## src/rtl/rtype_pkg.sv

```systemverilog
// rtype_exec_pipe shared types: funct codes, ALU ops, decode helper
// and the ID->EX pipeline bundle.
package rtype_pkg;

    localparam logic [5:0] OP_RTYPE = 6'h00;

    localparam logic [5:0] FN_ADD  = 6'h20;
    localparam logic [5:0] FN_ADDU = 6'h21;
    localparam logic [5:0] FN_SUB  = 6'h22;
    localparam logic [5:0] FN_SUBU = 6'h23;
    localparam logic [5:0] FN_AND  = 6'h24;
    localparam logic [5:0] FN_OR   = 6'h25;
    localparam logic [5:0] FN_XOR  = 6'h26;
    localparam logic [5:0] FN_NOR  = 6'h27;
    localparam logic [5:0] FN_SLT  = 6'h2A;
    localparam logic [5:0] FN_SLTU = 6'h2B;

    typedef enum logic [3:0] {
        ALU_ADD,
        ALU_ADDU,
        ALU_SUB,
        ALU_SUBU,
        ALU_AND,
        ALU_OR,
        ALU_XOR,
        ALU_NOR,
        ALU_SLT,
        ALU_SLTU
    } alu_op_e;

    typedef struct packed {
        alu_op_e op;
        logic    legal;
    } dec_t;

    typedef struct packed {
        logic       valid;
        logic       legal;
        logic [4:0] rd;
        alu_op_e    op;
    } id_ex_t;

    function automatic dec_t decode_funct(input logic [5:0] f);
        dec_t d;
        d.op    = ALU_ADDU;
        d.legal = 1'b1;
        unique case (1'b1)
            (f == FN_ADD):  d.op = ALU_ADD;
            (f == FN_ADDU): d.op = ALU_ADDU;
            (f == FN_SUB):  d.op = ALU_SUB;
            (f == FN_SUBU): d.op = ALU_SUBU;
            (f == FN_AND):  d.op = ALU_AND;
            (f == FN_OR):   d.op = ALU_OR;
            (f == FN_XOR):  d.op = ALU_XOR;
            (f == FN_NOR):  d.op = ALU_NOR;
            (f == FN_SLT):  d.op = ALU_SLT;
            (f == FN_SLTU): d.op = ALU_SLTU;
            default:        d.legal = 1'b0;
        endcase
        return d;
    endfunction

endpackage

```

## src/rtl/rtype_alu.sv

```systemverilog
// rtype_exec_pipe ALU: combinational R-type datapath
// with signed overflow detect on add/sub.
module rtype_alu
    import rtype_pkg::*;
#(
    parameter int DATA_W = 32
) (
    input  logic [DATA_W-1:0] a,
    input  logic [DATA_W-1:0] b,
    input  alu_op_e           op,
    output logic [DATA_W-1:0] y,
    output logic              ovf
);

    localparam int M = DATA_W - 1;

    logic [DATA_W-1:0] sum;
    logic [DATA_W-1:0] diff;

    assign sum  = a + b;
    assign diff = a - b;

    // result select and overflow flag
    always_comb begin
        y   = '0;
        ovf = 1'b0;
        unique case (op)
            ALU_ADD: begin
                y   = sum;
                ovf = (a[M] == b[M]) && (sum[M] != a[M]);
            end
            ALU_SUB: begin
                y   = diff;
                ovf = (a[M] != b[M]) && (diff[M] != a[M]);
            end
            ALU_ADDU: y = sum;
            ALU_SUBU: y = diff;
            ALU_AND:  y = a & b;
            ALU_OR:   y = a | b;
            ALU_XOR:  y = a ^ b;
            ALU_NOR:  y = ~(a | b);
            ALU_SLT:  y = {{M{1'b0}}, $signed(a) < $signed(b)};
            ALU_SLTU: y = {{M{1'b0}}, a < b};
            default:  y = '0;
        endcase
    end

endmodule

```

## src/rtl/rtype_exec_pipe.sv

```systemverilog
// rtype_exec_pipe: two-stage R-type execute with EX->ID forwarding.
// Optional RTYPE_EXEC_DBG_PORT_EN adds dbg_addr/dbg_data RF peek.
module rtype_exec_pipe
    import rtype_pkg::*;
#(
    parameter  int DATA_W = 32,
    parameter  int REG_N  = 32,
    localparam int AW     = $clog2(REG_N)
) (
    input  logic              clk,
    input  logic              rst,
    input  logic              instr_valid,
    input  logic [31:0]       instr,
    input  logic              ld_en,
    input  logic [AW-1:0]     ld_addr,
    input  logic [DATA_W-1:0] ld_data,
`ifdef RTYPE_EXEC_DBG_PORT_EN
    input  logic [AW-1:0]     dbg_addr,
    output logic [DATA_W-1:0] dbg_data,
`endif
    output logic [DATA_W-1:0] A,
    output logic [DATA_W-1:0] B,
    output logic              op_valid,
    output logic [DATA_W-1:0] result,
    output logic              result_valid,
    output logic [AW-1:0]     wb_addr,
    output logic              ovf,
    output logic              illegal
);

    logic [DATA_W-1:0] rf [REG_N];

    logic [4:0]        rs_f;
    logic [4:0]        rt_f;
    logic [4:0]        rd_f;
    logic [AW-1:0]     rs_i;
    logic [AW-1:0]     rt_i;
    dec_t              dec;
    logic              idx_ok;
    logic              id_legal;
    logic [DATA_W-1:0] rs_val;
    logic [DATA_W-1:0] rt_val;
    logic [DATA_W-1:0] alu_y;
    logic              alu_ovf;
    logic              wb_en;
    id_ex_t            ex_q;
    logic              unused_bits;

    assign rs_f = instr[25:21];
    assign rt_f = instr[20:16];
    assign rd_f = instr[15:11];
    assign rs_i = rs_f[AW-1:0];
    assign rt_i = rt_f[AW-1:0];
    assign dec  = decode_funct(instr[5:0]);

    assign unused_bits = ^{instr[10:6], ex_q.rd};

    if (REG_N < 32) begin : g_idx_chk
        assign idx_ok = (rs_f < 5'(REG_N))
                      & (rt_f < 5'(REG_N))
                      & (rd_f < 5'(REG_N));
    end else begin : g_idx_full
        assign idx_ok = 1'b1;
    end

    assign id_legal = (instr[31:26] == OP_RTYPE)
                    & dec.legal & idx_ok;

    rtype_alu #(
        .DATA_W(DATA_W)
    ) u_alu (
        .a  (A),
        .b  (B),
        .op (ex_q.op),
        .y  (alu_y),
        .ovf(alu_ovf)
    );

    // an EX instruction that will write back is also the forward source
    assign wb_en = ex_q.valid & ex_q.legal & ~alu_ovf
                 & (ex_q.rd != 5'd0);

    assign op_valid = ex_q.valid;

    // operand read; r0 is hard zero, EX result overrides the RF
    always_comb begin
        rs_val = (rs_i == '0) ? '0 : rf[rs_i];
        rt_val = (rt_i == '0) ? '0 : rf[rt_i];
        if (wb_en && (rs_f == ex_q.rd)) rs_val = alu_y;
        if (wb_en && (rt_f == ex_q.rd)) rt_val = alu_y;
    end

`ifdef RTYPE_EXEC_DBG_PORT_EN
    assign dbg_data = (dbg_addr == '0) ? '0 : rf[dbg_addr];
`endif

    // register file: host load first so a same-edge writeback wins
    always_ff @(posedge clk) begin
        if (rst) begin
            for (int i = 0; i < REG_N; i++) rf[i] <= '0;
        end else begin
            if (ld_en && (ld_addr != '0)) rf[ld_addr] <= ld_data;
            if (wb_en) rf[ex_q.rd[AW-1:0]] <= alu_y;
        end
    end

    // ID->EX operand latch and EX->result register
    always_ff @(posedge clk) begin
        if (rst) begin
            ex_q         <= '0;
            A            <= '0;
            B            <= '0;
            result       <= '0;
            result_valid <= 1'b0;
            wb_addr      <= '0;
            ovf          <= 1'b0;
            illegal      <= 1'b0;
        end else begin
            ex_q.valid <= instr_valid;
            if (instr_valid) begin
                ex_q.legal <= id_legal;
                ex_q.rd    <= rd_f;
                ex_q.op    <= dec.op;
                A          <= rs_val;
                B          <= rt_val;
            end
            result_valid <= ex_q.valid;
            ovf          <= ex_q.valid & ex_q.legal & alu_ovf;
            illegal      <= ex_q.valid & ~ex_q.legal;
            if (ex_q.valid) begin
                result  <= alu_y;
                wb_addr <= ex_q.rd[AW-1:0];
            end
        end
    end

endmodule

```

## config.mk

```make
export PLATFORM = sky130hd
export DESIGN_NAME = rtype_exec_pipe
export DESIGN_NICKNAME = d
export VERILOG_FILES = /design/src/rtl/rtype_pkg.sv /design/src/rtl/rtype_alu.sv /design/src/rtl/rtype_exec_pipe.sv
export SDC_FILE = /design/constraint.sdc
export NUM_CORES = 2
export LEC_CHECK = 0
export BUFFER_PORTS_ARGS = -buffer_cell sky130_fd_sc_hd__buf_2
export CAP_MARGIN = 20
export CELL_PAD_IN_SITES_DETAIL_PLACEMENT = 0
export CELL_PAD_IN_SITES_GLOBAL_PLACEMENT = 1
export CORE_MARGIN = 2
export CORE_UTILIZATION = 40
export DETAILED_ROUTE_END_ITERATION = 10
export HOLD_SLACK_MARGIN = 0.08
export PLACE_DENSITY = 0.68
export SYNTH_ARGS = -nofsm -noshare
export SYNTH_HDL_FRONTEND = slang
export SYNTH_SLANG_ARGS = --single-unit
export TNS_END_PERCENT = 100
```

## constraint.sdc

```tcl
create_clock -name clk -period 4.8 [get_ports clk]
set_input_delay 0.48 -clock clk [delete_from_list [all_inputs] [get_ports clk]]
set_output_delay 0.48 -clock clk [all_outputs]
set_load 0.05 [all_outputs]
```

* Yosys cells after proc, flatten, opt, wreduce, memory -nomap -nowiden *
Memory sizes are Yosys's and may differ from the RTL's.
Index checks and enable logic that the tools add are counted.
Widths: inputs -> output; s select.

word-level totals
  register bits = 115
  bits in writable memories = 1024
  input port bits = 73
  logic and storage cells = 91
  memories = 1

memories
  memory  depth  width  rd ports  clocked after memory_dff  write ports  line                   RTL
  rf      32     32     2         0                         32           rtype_exec_pipe.sv:31  logic [DATA_W-1:0] rf [REG_N];

cells by class
  add/sub/neg operators = 2
  order comparisons = 2
  equality and inequality tests = 25
  mux-type cells = 22
  bitwise operators = 12
  reductions and logical operators = 16

operator list
  cell                number
  $pmux 32 s8         1
  $mux 32             6
  $lt 32x32->1        2
  $reduce_or 32->1    2
  $eq 6x6->1 const B  10
  $pmux 4 s9          1
  $add 32x32->32      1
  $and 32x32->32      1
  $not 32->32         1
  $or 32x32->32       1
  $sub 32x32->32      1
  $xor 32x32->32      1
  $eq 4x3->1 const B  4
  $mux 1              11
  $eq 5x5->1          2
  $logic_not 5->1     2
  $mux 5              2
  $reduce_bool 5->1   2
  $reduce_or 10->1    1
  $eq 4x2->1 const B  2
  $eq 4x4->1 const B  2
  $and 1x1->1         6
  $logic_not 6->1     1
  $logic_and 1x1->1   5
  other kinds (7)     11

* Logic depth before layout (Yosys ltp) *
  depth in word-level cells = 12
  depth in mapped cells = 17
  mapped depth without buffers = 14

* Modules after synthesis *
A second synthesis with hierarchy kept.

unflattened totals
  cell total of the unflattened synthesis = 7319
  area, all modules = 72305.6 um^2

modules (own cells, without submodules)
  module           times used  cells each  area each (um^2)  seq. area each (um^2)
  rtype_exec_pipe  1           6457        66687.7           33051.7
  rtype_alu        1           862         5617.9            0.0

* Least setup slack after synthesis *
Ideal clock, no wire load.

  path type = register -> register
  start = reg B[13]
  end = mem rf[24][0], enable pin
  setup time = 0.389 ns
  data arrival time = 4.137 ns
  path slack = 0.274 ns
  cell stages (with the launch flop) = 15
  buffers on the path = 3
  cell sequence = dfxtp_1 inv_1 ha_1 buf_2 or3_1 nor4_2 and3_1 o21ai_2 a2111oi_4 o21ai_2 a31oi_4 buf_6 nand4_1 clkbuf_1 nand2_1

RTL lines
  element                 line                    RTL
  from (decl)             rtype_exec_pipe.sv:22   output logic [DATA_W-1:0] B,
  from (signal assigned)  rtype_exec_pipe.sv:125  B <= rt_val;
  to (decl)               rtype_exec_pipe.sv:31

==> reports/qor.yml <==
outcome:
  status: "completed"
clocking:
  clock_tree.buffer_depth: 3
  clkSinkCount: 1139
  postCtsSetupBuffers: 0
  cts_root_buffer: "clkbuf_16"
  numCtsBuffers: 138
  cts_tree: "done"
  clkTransAtPathRegs_ns: 0.06
  htree_levels: 4
  clkLatencyLatePin_ns: 0.80
placement:
  gp_congestion: 0.9362
  io_buffers: 172
  dpl.hpwl_mm: 190.2
  placement.cell_area_um2: 75400
cells_and_area:
  mostFrequentLayoutCells: "o21ai_0, nand3_1, edfxtp_1"
  nets: 6082
  final_common_cell: "o21ai_0"
  fillers: 15710
  area_delta_synth_final_pct: 14.93
  multi_input_area_um2: 33930
  final_area_um2: 80100
  drive_above_1_share: 0.2554
  register_area_um2: 33060
synth:
  synth_flop_cell: "edfxtp_1"
  synth.distinct_cells: 89
  synth_area_leaders: "edfxtp_1, mux4_2, nand3_1, o21ai_0, dfxtp_1"
  yosysWarnings: 0
  yosys.area.top_type: "edfxtp_1"
  syn_area_um2: 69690
  synth_edf_count: 1024
  synth.top_cell.area_share: 0.4412
  ys_seq_area_frac: 0.4742
  synth-seq-cells: 1139
  synthCells: 5961
  ys_async_sr_fraction: 0
  syn_avg_cell_area_um2: 11.69
floorplan:
  dieArea_um2: 177600
  initial_utilization: 0.4018
  die_h_um: 421.4
  row_count: 153
  core_um2: 173400
  die_x_um: 421.4
  pin_count: 178
worst_setup_path:
  required_ns: 5.30
  cp-end-kind: "flip-flop"
  crit_arrival_ns: 5.09
  slowest_delay_ns: 0.61
  critPathMaxFanout: 33
  path_class: "reg2reg"
  cp_cell_sequence: "inv_1, ha_1, fa_1, or2_0, a221oi_1, buf_4, a311oi_1, nor2_1, or3_1, a21oi_1, nor3_1, a211oi_1, xor2_1, a22oi_2, buf_12, o21ai_0"
  start_kind: "flip-flop"
  cpMaxStageDelayCell: "a311oi_1"
grt:
  grt_pass1_wl_mm: 394.0
  overflow: 0
  grt_max_degree: 98
  first_global_vias: 54170
  grt_usage: 0.3051
  antenna_found_initial: 25
drt:
  drtIter0Drc: 8379
  drt_first_pass_iters: 6
  vias: 55846
  routed_wl_mm: 275.9
  detail-route-antenna-nets: 0
  avgRoutedWirePerCell_um: 33.02
  vias_per_cell: 6.682
  route.detailed.drc: 0
timing:
  tns_ns: 0
  finalCriticalPeriod_ns: 4.587
  maxSlewHeadroom: 0.2836
  hold_viol: 0
  rsz0062_at_grt: "false"
  fin_crit_sh: 0.9557
  slew_viol_final: 0
  tightest_slew_ns: 1.075
  fin_skew_ns: 0.04115
  fmax_mhz: 218.0
  finalSetupViolations: 0
run:
  maxCapViolations: 0
worst_hold_path:
  hp-class: "in2reg"
pwr:
  p_leak_nw: 26.03
  total_power_mw: 28.12
  pwr_density_cell_nw_per_um2: 351.0
  ir_drop_v: 0.0002660
==> sequential cells by signal (all words and copies together) (netlist names) <==
| name | cells |
|---|---|
| ovf | 1 |
| op_valid | 1 |
| result | 32 |
| rf | 1024 |
| wb_addr | 5 |
| B | 32 |
| A | 32 |
| ex_q | 10 |
| result_valid | 1 |
| illegal | 1 |
==> critical path: cells and delay by family, from the launching register on <==
kind                       cells  cell delay [ns]
adders and majority gates      2             0.48
AOI/OAI and AO/OA              6             1.90
DFF                            1             0.31
buffers and inverters          3             0.48
and+or+nand+nor                4             0.95
xor gates and xnor gates       1             0.13
==> logic make-up (layout without fill, tap and decap cells) <==
family / Yosys count / in the layout / share of synthesized area
and+or+nand+nor: 1614 / 1614 / 0.1134
xor gates and xnor gates: 65 / 65 / 0.008168
AOI/OAI and AO/OA: 1417 / 1417 / 0.1131
DFF: 1139 / 1139 / 0.4742
muxes: 751 / 751 / 0.2233
other: 1 / 47 / 0.00005381
buffers and inverters: 875 / 901 / 0.04978
adders and majority gates: 99 / 99 / 0.01799
==> area by class of cell <==
class                   instances  area share
multi-input cells            3978      0.4237
repair buffers                545     0.06516
flip-flops and latches       1139      0.4127
clock inverters                69     0.01039
diodes                         15   0.0004686
clock buffers                 179     0.04622
inverters                     108    0.005061
well taps                    2325     0.03632
==> where the power goes <==
part	leakage (nW)	internal, mW	switching [mW]
Combinational	13.1	1.99	3.69
Clock	2.20	6.24	4.50
Sequential	10.7	11.4	0.337
Total	26.0	19.6	8.53
==> path summary, 6_finish.rpt <==
kind	from	to	slack (ns)	cells after the start
setup / recovery	A[0]	rf[27][30]	0.21	16
hold / removal	instr[26]	ex_q[9]	0.11	4
setup reg to reg	A[0]	rf[27][30]	0.21	16
hold reg to reg	result[16]	result[16]	0.46	2
==> layer usage <==
metal | share of wire | GRT usage | up-vias | wire length, um
li1 | - | - | 23173 | -
met1 | 0.37 | 0.3973 | 28191 | 101300
met2 | 0.47 | 0.4894 | 3759 | 130400
met3 | 0.11 | 0.06858 | 717 | 31640
met4 | 0.046 | 0.1338 | 6 | 12580
met5 | 0.00013 | 0 | - | 35
==> cell usage after synthesis, types with 26 or more instances <==
cell / instances
o21ai_0: 1031
mux4_2: 640
mux2i_1: 82
buf_2: 118
a21oi_1: 98
a22oi_1: 26
nand2b_1: 30
nand3_1: 1045
nand4_1: 30
inv_1: 104
nor2_1: 250
ha_1: 97
o21ai_1: 36
buf_1: 128
nand2_1: 126
dfxtp_1: 115
a211oi_1: 41
xnor2_1: 49
mux2_2: 29
nor3_1: 27
edfxtp_1: 1024
clkbuf_1: 512
==> per-stage QoR <==
stage | instances | hold slack [ns] | setup slack, ns | util
after global placement | 8083 | 0.4537 | 0.2848 | 0.4347
after global routing | 8353 | 0.1243 | 0.04471 | 0.4617
after detailed placement | 8084 | 0.4537 | 0.2959 | 0.4347
after floorplan | 5992 | 0.4333 | 0.2736 | -
after CTS | 8343 | 0.08176 | 0.2624 | 0.4615
final | 8358 | 0.1125 | 0.2128 | 0.4618
==> timing repair <==
item / 4_1_cts / 5_1_grt
hold buffers: 11 / 0
endpoints found under the setup margin: 0 / 4
resized for setup: 0 / 2
endpoints found under the hold margin: 10 / 0
No activity file was read; power rests on OpenSTA's default activity.
